===== src/rtl/serial_pkg.sv =====
// Package: serial_pkg
//
// Shared definitions for the serial frame transmitter and its matching
// receiver: the frame state encoding and the line levels used on the
// one-bit serial line "x".
`timescale 1ns/1ps

package serial_pkg;

  // Frame states, in the order a frame walks through them.
  typedef enum logic [2:0] {
    IDLE,
    START,
    DATA,
    PARITY,
    STOP
  } serial_state_t;

  // Line levels. Idle and stop are both 0, so a start bit (1) is the only
  // rising edge a receiver needs to look for.
  localparam logic LINE_IDLE  = 1'b0;
  localparam logic LINE_START = 1'b1;
  localparam logic LINE_STOP  = 1'b0;

endpackage


===== src/rtl/serial_frame_tx_bit_timer.sv =====
// Module: bit_timer
//
// Counts out the duration of one line bit. While clr is high the count is
// held at zero; once clr drops, tick is high on the BIT_CYC-th cycle and the
// count then wraps, so tick repeats every BIT_CYC cycles.
//
// Ports:
//   ck    in  1  clock, rising edge
//   reset in  1  synchronous, active-high reset
//   clr   in  1  reload the count to zero
//   tick  out 1  high on the last cycle of each bit period
`timescale 1ns/1ps

module bit_timer #(
  parameter int BIT_CYC = 4
) (
  input  logic ck,
  input  logic reset,
  input  logic clr,
  output logic tick
);

  localparam int               CNT_W = (BIT_CYC > 1) ? $clog2(BIT_CYC) : 1;
  localparam logic [CNT_W-1:0] LAST  = CNT_W'(BIT_CYC - 1);

  logic [CNT_W-1:0] cnt;

  // Wrapping on LAST makes the timer free-run across consecutive bits, so
  // the FSM only needs to clear it while idle. With BIT_CYC=1, LAST is 0 and
  // tick is high on every cycle.
  always_ff @(posedge ck) begin
    if (reset || clr || (cnt == LAST)) begin
      cnt <= '0;
    end else begin
      cnt <= cnt + CNT_W'(1);
    end
  end

  assign tick = (cnt == LAST);

endmodule


===== src/rtl/serial_frame_tx.sv =====
// Module: serial_frame_tx
//
// Serial frame transmitter. Takes a parallel word over a valid/ready
// handshake and sends it on the one-bit line x as
// start(1), data LSB first, optional parity, stop(0).
// Each line bit is held for BIT_CYC clocks.
//
// Ports:
//   ck        in  1       clock, rising edge
//   reset     in  1       synchronous, active-high reset
//   din       in  DATA_W  word to send, sampled only on accept
//   din_valid in  1       producer has a word
//   din_ready out 1       idle and not in reset; accept = din_valid & din_ready
//   x         out 1       registered serial line, idles at 0
//   busy      out 1       high while a frame is in progress
//   done      out 1       one-cycle pulse as the FSM returns to IDLE
`timescale 1ns/1ps

module serial_frame_tx
  import serial_pkg::*;
#(
  parameter int DATA_W     = 8,
  parameter int BIT_CYC    = 4,
  parameter int PARITY_EN  = 1,
  parameter int PARITY_ODD = 0
) (
  input  logic              ck,
  input  logic              reset,
  input  logic [DATA_W-1:0] din,
  input  logic              din_valid,
  output logic              din_ready,
  output logic              x,
  output logic              busy,
  output logic              done
);

  localparam int IDX_W = (DATA_W > 1) ? $clog2(DATA_W) : 1;

  serial_state_t     state, state_nxt;
  logic [DATA_W-1:0] shreg, shreg_nxt, shreg_shifted;
  logic [IDX_W-1:0]  bit_idx, bit_idx_nxt;
  logic              par, par_nxt;
  logic              x_q, x_nxt;
  logic              done_q, done_nxt;
  logic              tick, timer_clr, accept, last_bit;

  // Reset is part of din_ready so that a simultaneous reset and valid never
  // counts as an accept.
  assign din_ready     = (state == IDLE) && !reset;
  assign accept        = din_valid && din_ready;
  assign busy          = (state != IDLE);
  assign x             = x_q;
  assign done          = done_q;
  assign shreg_shifted = shreg >> 1;
  assign last_bit      = (bit_idx == IDX_W'(DATA_W - 1));
  assign timer_clr     = (state == IDLE);

  bit_timer #(
    .BIT_CYC (BIT_CYC)
  ) u_bit_timer (
    .ck    (ck),
    .reset (reset),
    .clr   (timer_clr),
    .tick  (tick)
  );

  // State and output registers.
  always_ff @(posedge ck) begin
    if (reset) begin
      state   <= IDLE;
      shreg   <= '0;
      bit_idx <= '0;
      par     <= 1'b0;
      x_q     <= LINE_IDLE;
      done_q  <= 1'b0;
    end else begin
      state   <= state_nxt;
      shreg   <= shreg_nxt;
      bit_idx <= bit_idx_nxt;
      par     <= par_nxt;
      x_q     <= x_nxt;
      done_q  <= done_nxt;
    end
  end

  // Next state and next line level. x is registered, so each branch
  // computes the level of the bit about to start: the new bit is on the
  // line in the first cycle of its state. The parity accumulator starts at
  // PARITY_ODD and folds in each data bit as it leaves the shift register.
  always_comb begin
    state_nxt   = state;
    shreg_nxt   = shreg;
    bit_idx_nxt = bit_idx;
    par_nxt     = par;
    x_nxt       = x_q;
    done_nxt    = 1'b0;

    case (state)
      IDLE: begin
        x_nxt = LINE_IDLE;
        if (accept) begin
          state_nxt   = START;
          shreg_nxt   = din;
          bit_idx_nxt = '0;
          par_nxt     = 1'(PARITY_ODD);
          x_nxt       = LINE_START;
        end
      end

      START: begin
        if (tick) begin
          state_nxt = DATA;
          x_nxt     = shreg[0];
        end
      end

      DATA: begin
        if (tick) begin
          par_nxt   = par ^ shreg[0];
          shreg_nxt = shreg_shifted;
          if (last_bit) begin
            bit_idx_nxt = '0;
            if (PARITY_EN != 0) begin
              state_nxt = PARITY;
              x_nxt     = par ^ shreg[0];
            end else begin
              state_nxt = STOP;
              x_nxt     = LINE_STOP;
            end
          end else begin
            bit_idx_nxt = bit_idx + IDX_W'(1);
            x_nxt       = shreg_shifted[0];
          end
        end
      end

      PARITY: begin
        if (tick) begin
          state_nxt = STOP;
          x_nxt     = LINE_STOP;
        end
      end

      STOP: begin
        if (tick) begin
          state_nxt = IDLE;
          x_nxt     = LINE_IDLE;
          done_nxt  = 1'b1;
        end
      end

      default: begin
        state_nxt = IDLE;
        x_nxt     = LINE_IDLE;
      end
    endcase
  end

endmodule


===== config.mk =====
export PLATFORM = sky130hd
export DESIGN_NAME = serial_frame_tx
export DESIGN_NICKNAME = d
export VERILOG_FILES = /design/src/rtl/serial_pkg.sv /design/src/rtl/serial_frame_tx_bit_timer.sv /design/src/rtl/serial_frame_tx.sv
export SDC_FILE = /design/constraint.sdc
export NUM_CORES = 1
export LEC_CHECK = 0
export ABC_CLOCK_PERIOD_IN_PS = 1400
export CAP_MARGIN = 20
export CELL_PAD_IN_SITES_DETAIL_PLACEMENT = 1
export CELL_PAD_IN_SITES_GLOBAL_PLACEMENT = 2
export CORE_MARGIN = 1.5
export CORE_UTILIZATION = 29
export CTS_CLUSTER_DIAMETER = 120
export DETAILED_ROUTE_END_ITERATION = 10
export PLACE_DENSITY = 0.82
export SYNTH_ARGS = -nofsm -noshare
export SYNTH_HDL_FRONTEND = slang
export SYNTH_SLANG_ARGS = --single-unit
export TNS_END_PERCENT = 50

===== constraint.sdc =====
create_clock -name ck -period 1.4 [get_ports ck]
set_input_delay 0.14 -clock ck [delete_from_list [all_inputs] [get_ports ck]]
set_output_delay 0.14 -clock ck [all_outputs]
set_load 0.02 [all_outputs]

==> qor.log <==
INFO  clock_tree     numCtsBuffers=3
INFO  detailed_routing first_iter_violations=12
INFO  worst_setup_path cp_cell_sequence=or3b_4 > a211oi_4 > buf_6 > buf_12 > mux2i_2 > nor2_1
INFO  power_and_ir_drop power_per_cell_area=764.0nW/um2
INFO  worst_setup_path cp.required=1620ps
INFO  detailed_routing drt-total-wl=2664um
INFO  sta            timing.setup.tns=-1578ps
INFO  worst_setup_path crit_path_max_delay_cell_type=sky130_fd_sc_hd__or3b_4
INFO  yosys          netlist_area=969.7um2
INFO  finish         fin_nets=144
INFO  floorplanning  die_y=60.83um
INFO  detailed_routing drc=0
INFO  finish         final_layout_size_suffix_gt1_frac=0.3411
INFO  worst_setup_path worst-endpoint-arrival=1800ps
INFO  floorplanning  top_level_ports=15
INFO  detailed_routing dr_vias=870
INFO  placed_design  placed_cells=161
INFO  sta            final-hold-violation-count=0
INFO  placed_design  dpl.hpwl=1601um
INFO  worst_setup_path worst-path-max-fanout=5
INFO  yosys          ys_seq_area_frac=0.3923
INFO  sta            finalCritPeriodShare=1.131
INFO  power_and_ir_drop p_leak=0.0005024uW
INFO  clock_tree     tritoncts=done
INFO  status         violations=setup timing
INFO  worst_setup_path critPathTopFamily=simple AND/OR/NAND/NOR gates
INFO  clock_tree     ctsLongestPathBuffers=2
INFO  grt            grtUsageTotal=0.1372
INFO  detailed_routing detailedRoute.firstPassIterationCount=4
INFO  floorplanning  fp.dieArea=3700um2
INFO  grt            grt_first_pass_wirelength=3677um
INFO  placed_design  placement.io_buffers=14
INFO  detailed_routing routed_via_density=5.029
INFO  sta            worst_clock_skew=4.628ps
INFO  status         result_of_the_run=finished with violations
INFO  clock_tree     clk_root_buffer_cell=sky130_fd_sc_hd__clkbuf_4
INFO  detailed_routing route.antenna.remaining_nets=0
INFO  clock_tree     cts_hold_repair.buffers=0
INFO  sta            worst_slew_pin_tran=367.6ps
INFO  floorplanning  core_area=3103um2
INFO  worst_setup_path timing.critical_path.buf_inv=2
INFO  finish         antenna_cells=0
INFO  grt            overflow=0
INFO  finish         filler_cell_count=369
INFO  yosys          synth-seq-cells=19
INFO  yosys          synth_warnings=0
INFO  finish         layout.cells.non_filler=173
INFO  sta            fin_crit=1584ps
INFO  floorplanning  die_w=60.83um
INFO  worst_setup_path critical_path.startpoint_type=flop
INFO  yosys          synthDistinctLibCells=30
INFO  yosys          post_synth.cell_area_avg=9.507um2
INFO  sta            rsz_0062_raised_after_global_routing=yes
INFO  grt            grt_antenna_before_repair=0
INFO  sta            max-slew-margin-rel=0.7515
INFO  sta            final_max_slew_viol_count=0
INFO  clock_tree     htree_num_levels=1
INFO  yosys          syn_nets=116
INFO  sta            final.setup.worst_slack=-183.5ps
INFO  clock_tree     clock_sink_count=19
INFO  worst_setup_path beginning_of_the_critical_path=state[1]$_SDFFE_PP0P_
INFO  floorplanning  initial_core_util=0.3125
INFO  sta            top_achievable_clock_speed=631.5MHz
INFO  floorplanning  cell_row_count=20
INFO  clock_tree     clkSlewWorstSetupHoldPaths=110ps
INFO  placed_design  pre_cts_slack=-445.7ps
INFO  worst_setup_path critPathMaxStageDelay=380ps
INFO  worst_setup_path worstReg2RegStart=state[1]$_SDFFE_PP0P_
INFO  yosys          postSynthCellCount=102
INFO  worst_setup_path criticalPathCategory=flop to flop
INFO  power_and_ir_drop vdd.ir_drop.worst=0.3195mV
INFO  finish         layout.core_utilization=0.4544
INFO  worst_hold_path worstHoldStart=u_bit_timer.cnt[0]$_SDFF_PP0_
INFO  worst_setup_path timing.critical_path.to_type=flop
INFO  sta            setup_violations=14
INFO  finish         syn2layout_area_growth=45.42%
INFO  clock_tree     insertion_delay=310ps
INFO  worst_hold_path min-delay-path-class=flop to flop
INFO  grt            grt_pass1_vias=838
INFO  placed_design  finalWeightedCongestion=0.7473
INFO  job            drv_cap=0
INFO  grt            grt_start_max_net_pins=21
INFO  detailed_routing post_drt_wl_per_cell=15.40um
[area by class of cell]
cell class,count,area (um2),area share
clock buffers,3,22.52,0.01597
clock inverters,1,5.005,0.003549
inverters,3,11.26,0.007986
multi-input cells,71,590.6,0.4188
flip-flops and latches,19,381.6,0.2706
well taps,44,55.05,0.03904
repair buffers,32,344.1,0.2440
[state kept, by name, indices dropped and copies added (netlist names)]
register,flops
bit_idx,3
state,3
x,1
u_bit_timer.cnt,2
shreg,8
par,1
done,1
[worst reg2reg max path, stage by stage, from the launching register on]
cell,delay [ps]
sky130_fd_sc_hd__dfxtp_2,340
sky130_fd_sc_hd__or3b_4,380
sky130_fd_sc_hd__a211oi_4,240
sky130_fd_sc_hd__buf_6,160
sky130_fd_sc_hd__buf_12,120
sky130_fd_sc_hd__mux2i_2,200
sky130_fd_sc_hd__nor2_1,60
[cell families (layout without fill, tap and decap cells)]
family / Yosys count / count (layout) / synth area share
flops: 19 / 19 / 0.3923
fa+ha+maj: 3 / 3 / 0.03871
buf+inv: 12 / 39 / 0.05934
simple gates: 37 / 37 / 0.2181
xor+xnor: 2 / 2 / 0.01807
compound gates: 20 / 20 / 0.1806
mux: 9 / 9 / 0.09291
[per-stage QoR]
stage	instance area (um2)	power, uW	hold WS [ps]
4_1_cts	1239	1044	441.8
6_report	1410	1077	445.1
5_1_grt	1410	1133	455.8
3_3_place_gp	1219	742.7	411.4
2_1_floorplan	970.9	676.6	405.3
3_5_place_dp	1219	747.9	424.1
[routing by layer]
layer	vias up	wire, um	GRT usage
met5	-	0	0
met1	425	1203	0.1637
met2	15	1327	0.2273
met3	7	51	0.01279
li1	423	-	-
met4	0	82	0.1025
[final timing paths]
path / cells past startpoint / slack [ps] / endpoint
min: 1 / 450 / u_bit_timer.cnt[0]$_SDFF_PP0_
max: 6 / -180 / shreg[7]$_SDFFE_PP0P_
min reg2reg: 1 / 450 / u_bit_timer.cnt[0]$_SDFF_PP0_
max reg2reg: 6 / -180 / shreg[7]$_SDFFE_PP0P_
[power breakdown]
group          switching, uW  internal, uW
Clock                    185           107
Combinational           89.0           117
Sequential              17.3           562
[synth_stat cells (all sizes together)]
master	n	area, um2
o211ai	1	7.510
nand2b	5	31.28
nor4b	2	17.52
o311ai	1	8.760
nand2	4	15.01
clkbuf	4	15.01
nor2	11	41.29
nor3	3	15.01
dfxtp	19	380.4
nor3b	3	27.52
nand4b	3	26.28
nand3	2	10.01
nor2b	1	6.260
a31oi	1	6.260
xnor2	2	17.52
nor4	2	12.51
o21ai	4	20.01
a211oi	9	107.6
or3b	1	8.760
ha	3	37.54
o32a	1	10.01
inv	3	11.26
buf	5	31.27
a21oi	3	15.01
mux2i	9	90.09
[cell usage in the layout, fill, tap and decap left out, drive strengths merged]
master and count:
nor3b 3, xnor2 2, a21oi 3, buf 18, o311ai 1, clkdlybuf4s50 10
dfxtp 19, nor3 3, inv 3, nor4b 2, o21ai 4, dlygate4sd2 2
o211ai 1, nand4b 3, nor2 11, nor2b 1, mux2i 9, nor4 2
clkbuf 5, nand3 2, nand2b 5, o32a 1, clkinv 1, ha 3
a31oi 1, a211oi 9, nand2 4, or3b 1
[timing repair]
action,4_1_cts,5_1_grt
gates resized for setup,12,18
setup buffers,0,6
gates cloned,0,2
pin swaps,0,13
endpoints found under the setup margin,17,16
Power figures use the tool's default switching activity.
==> patch 1, RTL diff (config.mk and constraints unchanged) <==
Set the parameter `PARITY_ODD` to 1 (it was 0).
--- a/src/rtl/serial_frame_tx.sv
+++ b/src/rtl/serial_frame_tx.sv
@@ -22,7 +22,7 @@
   parameter int DATA_W     = 8,
   parameter int BIT_CYC    = 4,
   parameter int PARITY_EN  = 1,
-  parameter int PARITY_ODD = 0
+  parameter int PARITY_ODD = 1
 ) (
   input  logic              ck,
   input  logic              reset,
Formal check against the unedited RTL: no difference found for any inputs over 10 cycles, from zero or initial values and one cycle with reset high; that may be too few to reach the edited logic, so the function may still have changed.
==> patch 1 against the unedited design <==
- the flow still finishes with violations (negative setup slack)
- design area fell by 4.3%
- clock skew down 0.0015 ns
- sequential cell count unchanged
- worst setup slack worse by 0.038 ns
- routed wire length shrank 3.3%
- final cell count rose by 1.7%
- power fell by 1.2%
- synthesized area grew 1.0%
- maximum frequency is 2.3% lower
==> patch 1: results (changes against the unedited design) <==
stage,metric,value,unit,change
layout,fin nets,147,,+2.1%
sta,final hold slack,0.4374,ns,-0.007697 ns
clocking,Resize count post-CTS,15,,+3
synth,syn nets,117,,+0.86%
power_and_ir_drop,VDD IR max,357.1,uV,+12%
synth,post-synthesis adder-cell area fraction,0.03831,,-0.0003955
global_routing,largest net degree at the start of global routing,22,,+4.8%
placed_design,Place WS,-0.4725,ns,-0.02685 ns
drt,Routed met3 length,91,um,+78%
drt,WL met1,1.086,mm,-9.7%
sta,final setup vio count,12,,-2
synth,register area share after synthesis,0.3883,,-0.004008
setup_path,R2R Path End,shreg[2]$_SDFFE_PP0P_,,
status,status,"complete, but fails checks",,
layout,sequential share of cell area,0.2836,,+0.01297
global_routing,GRT Util Overall,0.1424,,+0.005185
sta,clk_skew,0.003082,ns,-0.001546 ns
layout,multi-input combinational area share,0.4291,,+0.01029
drt,metal2 WL,1.378,mm,+3.8%
layout,FILL cells,365,,-1.1%
placed_design,Final Wtd Congestion,0.7671,,+2.6%
power_and_ir_drop,combinational power,0.000199,W,-3%
layout,non-clock inverter count,1,,-2
drt,total iterations of the first detailed-routing run,3,,-1
global_routing,first-pass GRT wire length,3.815,mm,+3.8%
placed_design,HPWL Detailed,1.637,mm,+2.2%
synth,"top cells by area, synth","dfxtp_1 (39%), a211oi_2 (11%), mux2i_1 (10%), nor2_1 (5.7%), ha_1 (3.8%)",,
synth,Synth Area in XOR/XNOR,0.01788,,-0.0001846
synth,Compound-Gate Fraction of Synth Area,0.1826,,+0.001986
layout,Layout non-clock buf frac,0.2243,,-0.01973
setup_path,crit-path max FO,7,,+2
layout,nonclk buf count,34,,+6.3%
sta,min setup slack post-route,-0.2213,ns,-0.03780 ns
global_routing,met1 usage,0.1544,,-0.009220
layout,layout cell share with drive strength beyond 1,0.3258,,-0.01533
status,failing checks,negative setup slack,,
sta,Setup TNS,-2.377,ns,-0.7988 ns
drt,Detailed Route Iter0 Violations,11,,-1
layout,clock buffer count,4,,+1
global_routing,M2 GR Usage,0.2690,,+0.04165
placed_design,Post-DP Area,1244,um^2,+2.1%
power_and_ir_drop,Pleak,0.5181,nW,+3.1%
power_and_ir_drop,Clock Power Share,0.266,,-0.005
[patch 1: changes by cell type after synthesis, sizes merged, moves of 2 or more]
cell	before	now
nor2	11	15
nand4b	3	0
inv	3	1
nor2b	1	3
a211oi	9	11
o21ai	4	2
[patch 1: metrics by stage]
step           total power [W]  utilization  std cells
6_report              0.001065       0.4316        176
5_1_grt               0.001116       0.4316        176
4_1_cts               0.001075       0.4224        173
3_5_place_dp         0.0007729       0.3976        166
3_3_place_gp         0.0007646       0.3976        166
2_1_floorplan        0.0006932            -        103
[patch 1: worst max-delay path: stages (launching register included)]
cell      delay, ns
dfxtp_2        0.35
or3b_4         0.38
a211oi_4       0.31
buf_4          0.17
buf_6          0.12
nor2_1         0.05
a211oi_2       0.17
[patch 1: kinds of logic (layout without fill, tap and decap cells)]
kind of cell,count (synthesis),in the layout
compound gates,19,19
xor+xnor,2,2
flops,19,19
simple gates,40,40
fa+ha+maj,3,3
mux,10,10
buf+inv,10,39
==> patch 2, RTL diff (same flow settings) <==
Without the edit above. The 5 states of `serial_state_t` get a one-hot encoding in 5 bits.
--- a/src/rtl/serial_pkg.sv
+++ b/src/rtl/serial_pkg.sv
@@ -8,12 +8,12 @@
 package serial_pkg;
 
   // Frame states, in the order a frame walks through them.
-  typedef enum logic [2:0] {
-    IDLE,
-    START,
-    DATA,
-    PARITY,
-    STOP
+  typedef enum logic [4:0] {
+    IDLE   = 5'b00001,
+    START  = 5'b00010,
+    DATA   = 5'b00100,
+    PARITY = 5'b01000,
+    STOP   = 5'b10000
   } serial_state_t;
 
   // Line levels. Idle and stop are both 0, so a start bit (1) is the only
Formal check against the unedited RTL: same outputs for any inputs over 10 cycles, from zero or initial values and one cycle with reset high; not proved beyond that.
==> patch 2 against the unedited design <==
- the flow still finishes with violations (negative setup slack)
- design area is 25% higher
- count of clock-buffer cells in the layout increased by 1
- first-iteration DRC count grew to 3.1 times the old value
- global-route usage increased by 2.1 points
- final cell count up 27%
- routed wire length increased by 27%
- worst setup slack got worse by 0.18 ns
- core utilization down 1.2 points
- sequential cell count increased by 2
- synthesized area increased by 23%
Power is not compared: it rests on default switching activity, and its combinational part moved more than twofold at a synthesized area within 25%.
==> patch 2: results (changes against the unedited design) <==
stage,metric,value,unit,change
clocking,Clock Latency Late Sink,0.27,ns,-0.04 ns
sta,Setup TNS,-4.924,ns,-3.346 ns
synth,most frequent cells after synthesis,"dfxtp_1 (21), nor2_1 (13), nand2_1 (11), mux2i_1 (9)",,
placed_design,Place WS,-0.4373,ns,+0.008360 ns
layout,biggest regs,"shreg x8, state x5, bit_idx x3",,
setup_path,R2R Path End,state[3]$_SDFFE_PP0P_,,
status,status,"complete, but fails checks",,
sta,min setup slack post-route,-0.3594,ns,-0.1759 ns
placed_design,placed insts,206,,+28%
synth,Mean Syn Cell Area,9.636,um^2,+1.4%
clocking,CTS Root Cell,clkbuf_8,,
drt,total iterations of the first detailed-routing run,3,,-1
placed_design,HPWL Detailed,2.337,mm,+46%
synth,"top cells by area, synth","dfxtp_1 (35%), mux2i_1 (7.5%), a211oi_2 (5.2%), nor2_1 (4.1%), buf_6 (3.8%)",,
sta,final setup vio count,19,,+5
global_routing,vias in the first global route,1145,,+37%
setup_path,crit-path max FO,8,,+3
synth,Netlist cell types,42,,+40%
layout,fin nets,184,,+28%
layout,FILL cells,466,,+26%
synth,syn nets,138,,+19%
sta,clk_skew,0.003156,ns,-0.001472 ns
layout,Post-Layout Cell Count,219,,+27%
layout,layout cell share with drive strength beyond 1,0.4083,,+0.06720
status,failing checks,negative setup slack,,
-- patch 2: cell count changes after synthesis, moves of 3 or more --
cell / change
nand2_1: +7
nand2b_1: -5
buf_6: +4
nand3b_1: +4
a211oi_2: -3
buf_4: -3
clkbuf_1: -3
-- patch 2: worst max-delay path by stage --
stage                               start                    end  slack (ns)  cells past startpoint
global placement                    reset  shreg[0]$_SDFFE_PP0P_       -0.38                      6
floorplan           state[4]$_SDFFE_PP0P_  state[3]$_SDFFE_PP0P_       -0.43                      6
global route        state[2]$_SDFFE_PP0P_  shreg[3]$_SDFFE_PP0P_       -0.39                      7
detailed placement              din_valid  shreg[1]$_SDFFE_PP0P_       -0.44                      6
finish              state[1]$_SDFFE_PP0P_  state[3]$_SDFFE_PP0P_       -0.36                      5
CTS                 state[4]$_SDFFE_PP0P_  state[3]$_SDFFE_PP0P_       -0.34                      5
-- patch 2: final cells by class --
type | instances | area, um^2 | area share
clock buffers | 4 | 45.04 | 0.02564
well taps | 50 | 62.56 | 0.03561
flip-flops and latches | 21 | 420.4 | 0.2393
inverters | 4 | 15.01 | 0.008547
multi-input cells | 90 | 765.7 | 0.4359
repair buffers | 50 | 447.9 | 0.2550
-- patch 2: metrics by stage --
step | total power (W) | hold WS [ns]
after floorplan | 0.0009000 | 0.2725
after global placement | 0.001070 | 0.4133
after detailed placement | 0.001085 | 0.4236
after CTS | 0.001520 | 0.4352
after global routing | 0.001633 | 0.4578
final | 0.001540 | 0.4350
-- patch 2: power groups by stage --
stage / registers, W / clock network, W / logic [W]
2_1_floorplan: 0.000669 / 0 / 0.000231
3_3_place_gp: 0.000674 / 0 / 0.000397
3_5_place_dp: 0.000676 / 0 / 0.000410
4_1_cts: 0.000663 / 0.000429 / 0.000428
5_1_grt: 0.000669 / 0.000458 / 0.000506
6_report: 0.000663 / 0.000409 / 0.000468
-- patch 2: worst register-to-register path, cell delays in order (launching register included) --
cell and delay, ns:
dfxtp_1 0.32, or4b_4 0.56, buf_12 0.17, nor3_4 0.14, a221o_2 0.17, mux2_4 0.29
-- patch 2: kinds of logic after synthesis --
kind of cell | after synthesis | share of synthesized area
xor+xnor | 2 | 0.01466
mux | 10 | 0.08482
flops | 21 | 0.3518
simple gates | 47 | 0.2304
fa+ha+maj | 3 | 0.03142
buf+inv | 14 | 0.08585
compound gates | 27 | 0.2010
-- patch 2: repair_timing --
action,CTS,global route
endpoints found under the hold margin,0,0
gates cloned,0,2
resized for setup,17,10
pin swaps,6,7
buffers inserted,4,3
setup endpoints to repair,20,21
-- patch 2: layer usage --
layer,up-vias,GRT usage,share of wire
met1,542,0.1758,0.40
li1,542,-,-
met2,14,0.3045,0.56
met4,0,0.05612,0.0086
met3,4,0.02000,0.030
met5,-,0,0
